### src/rtl/ttt_game_controller.sv
`default_nettype none
// ============================================================================
// Module      : ttt_game_controller
// Description : Tic-tac-toe game engine. Synchronises the active-low mouse
//               click, maps press positions onto the on-screen 3x3 grid,
//               enforces turn order, detects wins/draws, keeps saturating
//               scores and holds each result before the next round.
// Ports       : clock, globalResetn (async, active-low)
//               displayState   - display top state; play only in ACTIVE_STATE
//               mouse_xpos/ypos- pointer position
//               mouse_click    - active-low button, asynchronous
//               o_status/x_status - board occupancy per player (bit = cell)
//               o_score/x_score   - saturating round counts
//               game_state     - 0 IDLE, 1 PLAYING, 2 WIN, 3 DRAW
//               x_turn         - 1 when X moves next
//               win_line       - one bit per completed line
// Revision    : 1.0 - initial release
// ============================================================================
module ttt_game_controller #(
    parameter logic [3:0] ACTIVE_STATE = 4'b0011,
    parameter int         HOLD_CYCLES  = 25_000_000,
    parameter int         SCORE_MAX    = 31
) (
    input  logic       clock,
    input  logic       globalResetn,
    input  logic [3:0] displayState,
    input  logic [7:0] mouse_xpos,
    input  logic [8:0] mouse_ypos,
    input  logic       mouse_click,
    output logic [8:0] o_status,
    output logic [8:0] x_status,
    output logic [4:0] o_score,
    output logic [4:0] x_score,
    output logic [1:0] game_state,
    output logic       x_turn,
    output logic [7:0] win_line
);

    localparam int              c_HOLD_W    = (HOLD_CYCLES > 2) ? $clog2(HOLD_CYCLES) : 1;
    localparam logic [c_HOLD_W-1:0] c_HOLD_LAST = c_HOLD_W'(HOLD_CYCLES - 1);
    localparam logic [4:0]      c_SCORE_MAX = 5'(SCORE_MAX);

    localparam logic [2:0] c_ST_IDLE   = 3'd0;
    localparam logic [2:0] c_ST_PLAY   = 3'd1;
    localparam logic [2:0] c_ST_APPLY  = 3'd2;
    localparam logic [2:0] c_ST_CHECK  = 3'd3;
    localparam logic [2:0] c_ST_RESULT = 3'd4;

    // Line masks, line 0 in the least significant slice.
    localparam logic [71:0] c_LINES = {9'h054, 9'h111, 9'h124, 9'h092,
                                       9'h049, 9'h1C0, 9'h038, 9'h007};

    // ------------------------------------------------------------------
    // Click synchroniser and falling-edge detector
    // ------------------------------------------------------------------
    logic r_sync1_q, r_sync2_q, r_hist_q;
    logic w_press;

    always_ff @(posedge clock or negedge globalResetn) begin
        if (!globalResetn) begin
            r_sync1_q <= 1'b1;
            r_sync2_q <= 1'b1;
            r_hist_q  <= 1'b1;
        end else begin
            r_sync1_q <= mouse_click;
            r_sync2_q <= r_sync1_q;
            r_hist_q  <= r_sync2_q;
        end
    end

    assign w_press = r_hist_q & ~r_sync2_q;

    // ------------------------------------------------------------------
    // Pointer to cell decode; gaps between bands are grid lines
    // ------------------------------------------------------------------
    logic [1:0] w_row, w_col;
    logic       w_row_ok, w_col_ok;
    logic [3:0] w_cell;

    always_comb begin
        w_row    = 2'd0;
        w_row_ok = 1'b1;
        if (mouse_xpos <= 8'd77)                              w_row = 2'd0;
        else if (mouse_xpos >= 8'd81 && mouse_xpos <= 8'd157) w_row = 2'd1;
        else if (mouse_xpos >= 8'd161 && mouse_xpos <= 8'd239) w_row = 2'd2;
        else                                                  w_row_ok = 1'b0;

        w_col    = 2'd0;
        w_col_ok = 1'b1;
        if (mouse_ypos >= 9'd41 && mouse_ypos <= 9'd118)       w_col = 2'd0;
        else if (mouse_ypos >= 9'd122 && mouse_ypos <= 9'd198) w_col = 2'd1;
        else if (mouse_ypos >= 9'd202 && mouse_ypos <= 9'd279) w_col = 2'd2;
        else                                                   w_col_ok = 1'b0;
    end

    assign w_cell = 4'(w_row) * 4'd3 + 4'(w_col);

    // ------------------------------------------------------------------
    // Registers
    // ------------------------------------------------------------------
    logic [2:0]          state_q, state_d;
    logic [8:0]          r_o_q, r_o_d, r_x_q, r_x_d;
    logic [4:0]          r_os_q, r_os_d, r_xs_q, r_xs_d;
    logic [1:0]          r_gs_q, r_gs_d;
    logic                r_xt_q, r_xt_d;
    logic                r_start_x_q, r_start_x_d;
    logic [7:0]          r_win_q, r_win_d;
    logic [3:0]          r_cell_q, r_cell_d;
    logic [c_HOLD_W-1:0] r_hold_q, r_hold_d;

    logic       w_force_idle;
    logic       w_active;
    logic       w_occupied;
    logic       w_hold_done;
    logic [8:0] w_mover;
    logic [7:0] w_win;

    assign w_active     = (displayState == ACTIVE_STATE);
    assign w_force_idle = (state_q != c_ST_IDLE) && !w_active;
    assign w_occupied   = |((r_o_q | r_x_q) & (9'b1 << r_cell_q));
    assign w_hold_done  = (r_hold_q == c_HOLD_LAST);
    assign w_mover      = r_xt_q ? r_x_q : r_o_q;

    for (genvar gi = 0; gi < 8; gi++) begin : g_lines
        assign w_win[gi] = ((w_mover & c_LINES[gi*9 +: 9]) == c_LINES[gi*9 +: 9]);
    end

    // State register
    always_ff @(posedge clock or negedge globalResetn) begin
        if (!globalResetn) state_q <= c_ST_IDLE;
        else               state_q <= state_d;
    end

    // Next-state logic
    always_comb begin
        state_d = state_q;
        if (w_force_idle) begin
            state_d = c_ST_IDLE;
        end else begin
            case (state_q)
                c_ST_IDLE:   if (w_active) state_d = c_ST_PLAY;
                c_ST_PLAY:   if (w_press && w_row_ok && w_col_ok) state_d = c_ST_APPLY;
                c_ST_APPLY:  state_d = w_occupied ? c_ST_PLAY : c_ST_CHECK;
                c_ST_CHECK:  state_d = ((|w_win) || ((r_o_q | r_x_q) == 9'h1FF))
                                       ? c_ST_RESULT : c_ST_PLAY;
                c_ST_RESULT: if (w_press && w_hold_done) state_d = c_ST_PLAY;
                default:     state_d = c_ST_IDLE;
            endcase
        end
    end

    // Output / datapath next values
    always_comb begin
        r_o_d       = r_o_q;
        r_x_d       = r_x_q;
        r_os_d      = r_os_q;
        r_xs_d      = r_xs_q;
        r_gs_d      = r_gs_q;
        r_xt_d      = r_xt_q;
        r_start_x_d = r_start_x_q;
        r_win_d     = r_win_q;
        r_cell_d    = r_cell_q;
        r_hold_d    = '0;
        if (w_force_idle) begin
            // Leaving the game screen abandons the round but keeps scores.
            r_o_d       = '0;
            r_x_d       = '0;
            r_win_d     = '0;
            r_gs_d      = 2'd0;
            r_start_x_d = 1'b1;
            r_xt_d      = 1'b1;
        end else begin
            case (state_q)
                c_ST_IDLE: begin
                    if (w_active) r_gs_d = 2'd1;
                end
                c_ST_PLAY: begin
                    if (w_press) r_cell_d = w_cell;
                end
                c_ST_APPLY: begin
                    if (!w_occupied) begin
                        if (r_xt_q) r_x_d = r_x_q | (9'b1 << r_cell_q);
                        else        r_o_d = r_o_q | (9'b1 << r_cell_q);
                    end
                end
                c_ST_CHECK: begin
                    if (|w_win) begin
                        // Simultaneous lines still score a single round.
                        if (r_xt_q) r_xs_d = (r_xs_q == c_SCORE_MAX) ? r_xs_q : r_xs_q + 5'd1;
                        else        r_os_d = (r_os_q == c_SCORE_MAX) ? r_os_q : r_os_q + 5'd1;
                        r_win_d = w_win;
                        r_gs_d  = 2'd2;
                    end else if ((r_o_q | r_x_q) == 9'h1FF) begin
                        r_gs_d = 2'd3;
                    end else begin
                        r_xt_d = ~r_xt_q;
                    end
                end
                c_ST_RESULT: begin
                    r_hold_d = w_hold_done ? r_hold_q : r_hold_q + c_HOLD_W'(1);
                    if (w_press && w_hold_done) begin
                        r_o_d       = '0;
                        r_x_d       = '0;
                        r_win_d     = '0;
                        r_start_x_d = ~r_start_x_q;
                        r_xt_d      = ~r_start_x_q;
                        r_gs_d      = 2'd1;
                        r_hold_d    = '0;
                    end
                end
                default: ;
            endcase
        end
    end

    always_ff @(posedge clock or negedge globalResetn) begin
        if (!globalResetn) begin
            r_o_q       <= '0;
            r_x_q       <= '0;
            r_os_q      <= '0;
            r_xs_q      <= '0;
            r_gs_q      <= 2'd0;
            r_xt_q      <= 1'b1;
            r_start_x_q <= 1'b1;
            r_win_q     <= '0;
            r_cell_q    <= '0;
            r_hold_q    <= '0;
        end else begin
            r_o_q       <= r_o_d;
            r_x_q       <= r_x_d;
            r_os_q      <= r_os_d;
            r_xs_q      <= r_xs_d;
            r_gs_q      <= r_gs_d;
            r_xt_q      <= r_xt_d;
            r_start_x_q <= r_start_x_d;
            r_win_q     <= r_win_d;
            r_cell_q    <= r_cell_d;
            r_hold_q    <= r_hold_d;
        end
    end

    assign o_status   = r_o_q;
    assign x_status   = r_x_q;
    assign o_score    = r_os_q;
    assign x_score    = r_xs_q;
    assign game_state = r_gs_q;
    assign x_turn     = r_xt_q;
    assign win_line   = r_win_q;

endmodule
`default_nettype wire

### config.mk
export PLATFORM = sky130hd
export DESIGN_NAME = ttt_game_controller
export DESIGN_NICKNAME = d
export VERILOG_FILES = /design/src/rtl/ttt_game_controller.sv
export SDC_FILE = /design/constraint.sdc
export NUM_CORES = 1
export LEC_CHECK = 0
export ABC_CLOCK_PERIOD_IN_PS = 3200
export CAP_MARGIN = 15
export CORE_ASPECT_RATIO = 0.5
export CORE_MARGIN = 1.5
export CORE_UTILIZATION = 55
export DETAILED_ROUTE_END_ITERATION = 10
export GPL_TIMING_DRIVEN = 0
export PLACE_DENSITY_LB_ADDON = 0.08
export SLEW_MARGIN = 20
export SYNTH_ARGS = -nofsm -noshare
export SYNTH_HDL_FRONTEND = slang
export SYNTH_SLANG_ARGS = --single-unit
### constraint.sdc
create_clock -name clock -period 3.2 [get_ports clock]
set_clock_uncertainty 0.05 [all_clocks]
set_input_delay 0.64 -clock clock [delete_from_list [all_inputs] [get_ports clock]]
set_output_delay 0.64 -clock clock [all_outputs]
set_load 0.01 [all_outputs]
==> run metrics, run 1 <==
# port buffers=62; Die X=127 µm; pins over their slew limit=0; Startpoint Class=input pin; Mapped Avg Cell Area=9.30 µm²; Clock Latency Late Sink=330 ps; Switch Pwr=554 µW; initial antenna violation count=0; setup violators final=0; Main synth FF type=dfrtp_1; # Post-CTS Setup Buffers=0; status=finished, final reports clean; DR iter-0 viols=135; Tcrit/Tclk final=96.0%; full die area=8260 µm²; Layout area overhead=25.2%; Worst slew margin=47.1%; # H-tree levels=3; Fin. Hold Viols=0; gpl congestion=0.887; Detailed Route WL=9790 µm; clock power share=42.9%; element type at the critical path end=register; Yosys cell types=60; Post-synth EDFFs=0; share of the synthesized area in the top cell type=41.4%; Num CTS Buffers=9; worst slew pin tran=787 ps; antenna viol nets, final=0; RSZ-0062 raised after global routing=false; Synth area leader=dfrtp_1; Leak=0.00220 µW; Switching Fraction=24.1%; largest net degree at the start of global routing=59; WP data required=3360 ps; final net count=562; core area=7380 µm²; first-pass GRT wire length=17100 µm; CTS tree=yes; Async SR Flop Fraction=100%; clock tree sinks=75; vias in the first global route=3668; via count=3636; crit path from=mouse_xpos[3]; placed cell area=5000 µm²; dpl hpwl=7300 µm; Setup CP Type=input pin to register; Sequential Power Share=44.4%; layout cells sized above 1=10.9%; worst hold slack=128 ps; clk buf depth=2; Hold Path Class=input pin to async pin; post-synthesis sequential area ratio=44.5%; gr usage total=26.4%; mapped cell area=4230 µm²; Ant. Diodes=0; FF-to-FF Start=x_turn; combinational share of power=12.7%; CP arrival=3240 ps; Worst-path clk slew=50 ps; peak supply drop=0.000348 V; # IOs=63; Max Cap Violations=0; initial core utilization=57.4%; Syn. warnings=0; Reg2Reg Depth=9; fmax=325 MHz; FF+latch count, synth=75; Worst R2R Setup Slack=230 ps; P_int=1750 µW; WL/cell=15.5 µm; reg-to-reg endpoint=win_line[5]; fill count=559; most frequent cells after synthesis=70 x dfrtp_1, 68 x nor2_1, 33 x nand2_1, 27 x nand3_1, 18 x o21a_1; PwrDens=434 nW/µm²; top cells by area, synth=dfrtp_1 41%, nor2_1 6.0%, xor2_1 3.5%, nand3_1 3.2%, o21a_1 3.2%; maximum net fanout on the critical path=4; # DRC=0; grt ovf=0; post-synthesis cell count=455; most common cell in the netlist=dfrtp_1; DR vias/cell=5.77; row cnt=22; 1st-pass router iterations=4; chip height=65.0 µm; Min Clock Period, post-route=3070 ps; Mapped Nets=488; clock root cell=clkbuf_16; Final Instance Area=5300 µm²
==> flip-flops by register name (all words and copies together) (netlist names) <==
signal / cells
state_q: 3
x_score: 5
win_line: 8
x_status: 9
r_start_x_q: 1
r_sync2_q: 1
r_cell_q: 4
o_status: 9
o_score: 5
x_turn: 1
r_hist_q: 1
r_hold_q: 25
game_state: 2
r_sync1_q: 1
==> power by group through the flow <==
stage               clock network (µW)  logic, µW  registers [µW]
floorplan                            0        136            1040
global placement                     0        283            1040
detailed placement                   0        291            1040
CTS                               1000        292            1020
global route                      1040        320            1030
finish                             987        293            1020
==> how the worst max path moves through the flow <==
stage | endpoint | depth (start not counted)
after CTS | r_cell_q[2] | 9
after floorplan | r_cell_q[2] | 8
after detailed placement | r_cell_q[2] | 9
after global routing | o_status[0] | 9
final | r_cell_q[2] | 9
after global placement | r_hold_q[15] | 1
==> cell families (layout without fill, tap and decap cells) <==
group / count (synthesis) / count (layout) / share of synthesized area (%)
simple gates: 216 / 216 / 27.1
compound gates: 84 / 84 / 13.2
flops: 75 / 75 / 44.5
xor+xnor: 29 / 29 / 6.00
buf+inv: 27 / 106 / 2.75
mux: 15 / 15 / 3.78
fa+ha+maj: 9 / 9 / 2.66
==> through the flow <==
stage	utilization, %	power [µW]	setup TNS, ps	instances	setup slack, ps
floorplan	-	1170	0	455	304
global placement	67.4	1320	-81910	613	-1140
detailed placement	67.8	1330	-1790	614	-264
CTS	71.7	2310	0	630	73.9
global route	71.8	2390	0	630	24.8
finish	71.8	2300	0	630	127
==> repair_timing <==
item	in CTS	in global routing
hold endpoints to repair	0	0
setup endpoints to repair	0	15
hold buffers	0	0
resized for setup	0	4
==> critical path: stages <==
cell and delay [ps]:
clkdlybuf4s50_1 450, or4_4 580, a21oi_1 150, o21ai_0 130, or2_2 310, ha_1 270, ha_1 200, ha_1 260
mux2_2 260
==> placed cells by master (no fill, tap or decap), types with 3 or more instances in the layout <==
cell type        instances
buf_2                    6
dfstp_2                  5
a21oi_1                 13
nor2_2                  10
or2_2                    3
and3b_1                  6
a31oi_1                  7
or4bb_1                  3
nor4_1                  10
o22ai_1                  4
nand2b_1                 8
or4b_2                   4
o21ai_0                 14
nand4_1                  6
clkbuf_1                16
nor3_1                  10
or3_1                    7
nand2_1                 33
clkbuf_16                9
xnor2_1                 12
inv_1                    8
dfrtp_1                 70
mux2_2                   8
nor2_1                  68
or4_1                    4
clkdlybuf4s50_1         61
o21a_1                  18
mux2i_1                  7
o21ai_1                  3
xor2_1                  17
nand3_1                 27
ha_1                     9
o31ai_1                  7
==> area by class of cell <==
cell class / instances / area (µm²) / share of cell area (%)
inverter: 8 / 30.0 / 0.567
sequential: 75 / 1880 / 35.5
multi-input combinational: 353 / 2240 / 42.4
clock buffer: 14 / 254 / 4.79
tap: 96 / 120 / 2.27
clock inverter: 2 / 35.0 / 0.661
timing repair buffer: 63 / 646 / 12.2
buffer: 19 / 86.3 / 1.63
==> per-layer routing <==
layer	GRT usage, %	routed length, µm	part of all wire, %
met5	0	0	0
met4	9.66	157	1.6
met3	6.28	541	5.5
met2	44.7	4560	47
met1	33.5	4530	46
(Power assumes the default switching activity.)
==> inputs of run 2 (changes only) <==
Settings changed: CORE_ASPECT_RATIO 0.5 to unset.
==> run metrics, run 2 (synthesis gave the netlist of run 1 again) <==
Hold Path Class=input pin to async pin; crit-path leading delay family=simple AND/OR/NAND/NOR gates; crit path from=mouse_xpos[3]; most frequent cells in the layout=70 x dfrtp_1, 68 x nor2_1, 61 x clkdlybuf4s50_1; vias in the first global route=3612 (-1.5%); Setup CP Type=input pin to register; Fin. Hold Viols=0 (unchanged); WL/cell=15.5 µm (about the same); Worst slew margin=41.4% (-5.7 points); gr usage total=25.3% (-1.1 points); chip height=90.7 µm (+40%); Min Clock Period, post-route=3080 ps (+10.4 ps); dpl hpwl=7340 µm (+0.61%); CTS tree=yes; DP Cell Count=617 (+0.49%); peak supply drop=0.000252 V (-28%); RSZ-0062 raised after global routing=false; CP arrival=3270 ps (+30 ps); worst setup path endpoint=r_cell_q[2]; clock root cell=clkbuf_8; multi-input logic area=2240 µm² (-0.33%); worst hold slack=140 ps (+11.4 ps); Layout area overhead=23.8%; pins over their slew limit=0 (unchanged); final net count=562 (unchanged); # IOs=63 (unchanged); Max Cap Violations=0 (unchanged); Leak=0.00217 µW (-1.4%); initial core utilization=57.7% (+0.36 points); Worst R2R Setup Slack=200 ps (-30 ps); Reg2Reg Depth=8 (-1); Detailed Route WL=9830 µm (+0.39%); Switch Pwr=557 µW (+0.63%); Ant. Diodes=0 (unchanged); Clock Latency Late Sink=350 ps (+20 ps); layout cells sized above 1=11.4% (+0.56 points); clock power share=39.2% (-3.7 points); # DRC=0 (unchanged); core area=7330 µm² (-0.63%); FF-to-FF Start=r_hold_q[8]; Largest Register=r_hold_q; most common cell after layout, fill and taps aside=dfrtp_1; full die area=8230 µm² (-0.39%); DR vias/cell=5.92 (+2.5%); Die X=90.7 µm (-29%); # Post-CTS Setup Buffers=0 (unchanged); largest net degree at the start of global routing=51 (-14%); clock tree sinks=75 (unchanged); Sequential Power Share=47.4% (+3.0 points); antenna viol nets, final=0 (unchanged); clk buf depth=2 (unchanged); Largest register FFs=25 (unchanged); WP data required=3390 ps (+30 ps); fmax=324 MHz (-0.34%); crit path cell chain=clkdlybuf4s50_1 > or4_4 > a21oi_1 > o21ai_0 > or2_2 > ha_1 > ha_1 > ha_1 > mux2_2; Tcrit/Tclk final=96.4% (+0.32 points); Storage cell area=1880 µm² (unchanged); gpl congestion=0.905 (+2.1%); initial antenna violation count=0 (unchanged); Slowest cell on crit path=or4_4; fill count=557 (-0.36%); combinational share of power=13.4% (+0.7 points); grt ovf=0 (unchanged); P_int=1590 µW (-9.0%); Most common cell on crit path=ha_1; worst slack, placed=-304 ps (-40.7 ps); element type at the critical path end=register; 1st-pass router iterations=4 (unchanged); worst slew pin tran=872 ps (+85.4 ps); Crit path depth=9 (unchanged); Finished Layout Cells=633 (+0.48%); via count=3746 (+3.0%); reg-to-reg endpoint=o_status[3]; first-pass GRT wire length=16800 µm (-1.5%); setup violators final=0 (unchanged); Bufs and invs on worst path=1 (unchanged); # H-tree levels=3 (unchanged); maximum net fanout on the critical path=4 (unchanged); row cnt=31 (+41%); # port buffers=62 (unchanged); Startpoint Class=input pin; Switching Fraction=25.9% (+1.9 points); PwrDens=410 nW/µm² (-5.6%); setup slack after layout=117 ps (-10.4 ps); status=finished, final reports clean; CP max stage delay=560 ps (-20 ps); DR iter-0 viols=208 (+54%); Worst-path clk slew=80 ps (+30 ps); Num CTS Buffers=9 (unchanged)
## run 2: changes by cell type in the layout (fill, tap and decap cells not counted), moves of 3 or more
cell	before	now
clkbuf_16	9	0
clkbuf_8	1	10
clkbuf_1	16	12
clkinv_4	0	3
## run 2: power by group through the flow
stage	registers (µW)	clock network, µW	logic (µW)
finish	1020	842	287
floorplan	1040	0	136
detailed placement	1040	0	286
CTS	1020	853	288
global placement	1040	0	276
global route	1020	896	312
## run 2: per-layer routing
| layer | wire length, µm | global-route usage, % |
|---|---|---|
| met1 | 4450 | 34.3 |
| met4 | 133 | 9.13 |
| met2 | 4650 | 40.4 |
| met3 | 592 | 4.63 |
| met5 | 0 | 0 |
## run 2: how the worst min path moves through the flow
| stage | start | slack, ps | depth (start not counted) | end |
|---|---|---|---|---|
| after floorplan | globalResetn | 290 | 0 | game_state[0] |
| after global placement | r_sync1_q | 300 | 0 | r_sync2_q |
| after detailed placement | r_sync1_q | 300 | 0 | r_sync2_q |
| after CTS | globalResetn | 150 | 1 | o_status[5] |
| after global routing | globalResetn | 160 | 1 | r_hold_q[18] |
| final | globalResetn | 140 | 1 | o_status[5] |
## run 2: through the flow
step | instance area [µm²] | TNS (ps) | power, µW | utilization [%]
floorplan | 4230 | 0 | 1170 | -
global placement | 4980 | -74880 | 1310 | 67.9
detailed placement | 5000 | -2720 | 1320 | 68.2
CTS | 5240 | 0 | 2160 | 71.4
global route | 5240 | 0 | 2230 | 71.5
finish | 5240 | 0 | 2150 | 71.5
## run 2: worst reg2reg max path: cells and delay by family (launching register included)
| kind | cells | cell delay, ps |
|---|---|---|
| flip-flops | 1 | 430 |
| buffers and inverters | 1 | 300 |
| AND/OR/NAND/NOR | 6 | 1920 |
| AO/OA/AOI/OAI | 1 | 180 |
## run 2: layout make-up
| type | count | area share, % |
|---|---|---|
| plain buffers | 19 | 1.65 |
| flip-flops and latches | 75 | 35.9 |
| well taps | 99 | 2.36 |
| clock inverters | 6 | 1.86 |
| inverters | 8 | 0.573 |
| repair buffers | 63 | 12.3 |
| multi-input cells | 353 | 42.7 |
| clock buffers | 10 | 2.63 |
## run 2: repair_timing
action	CTS	global route
resized for setup	0	2
endpoints found under the setup margin	0	10
hold buffers	0	0
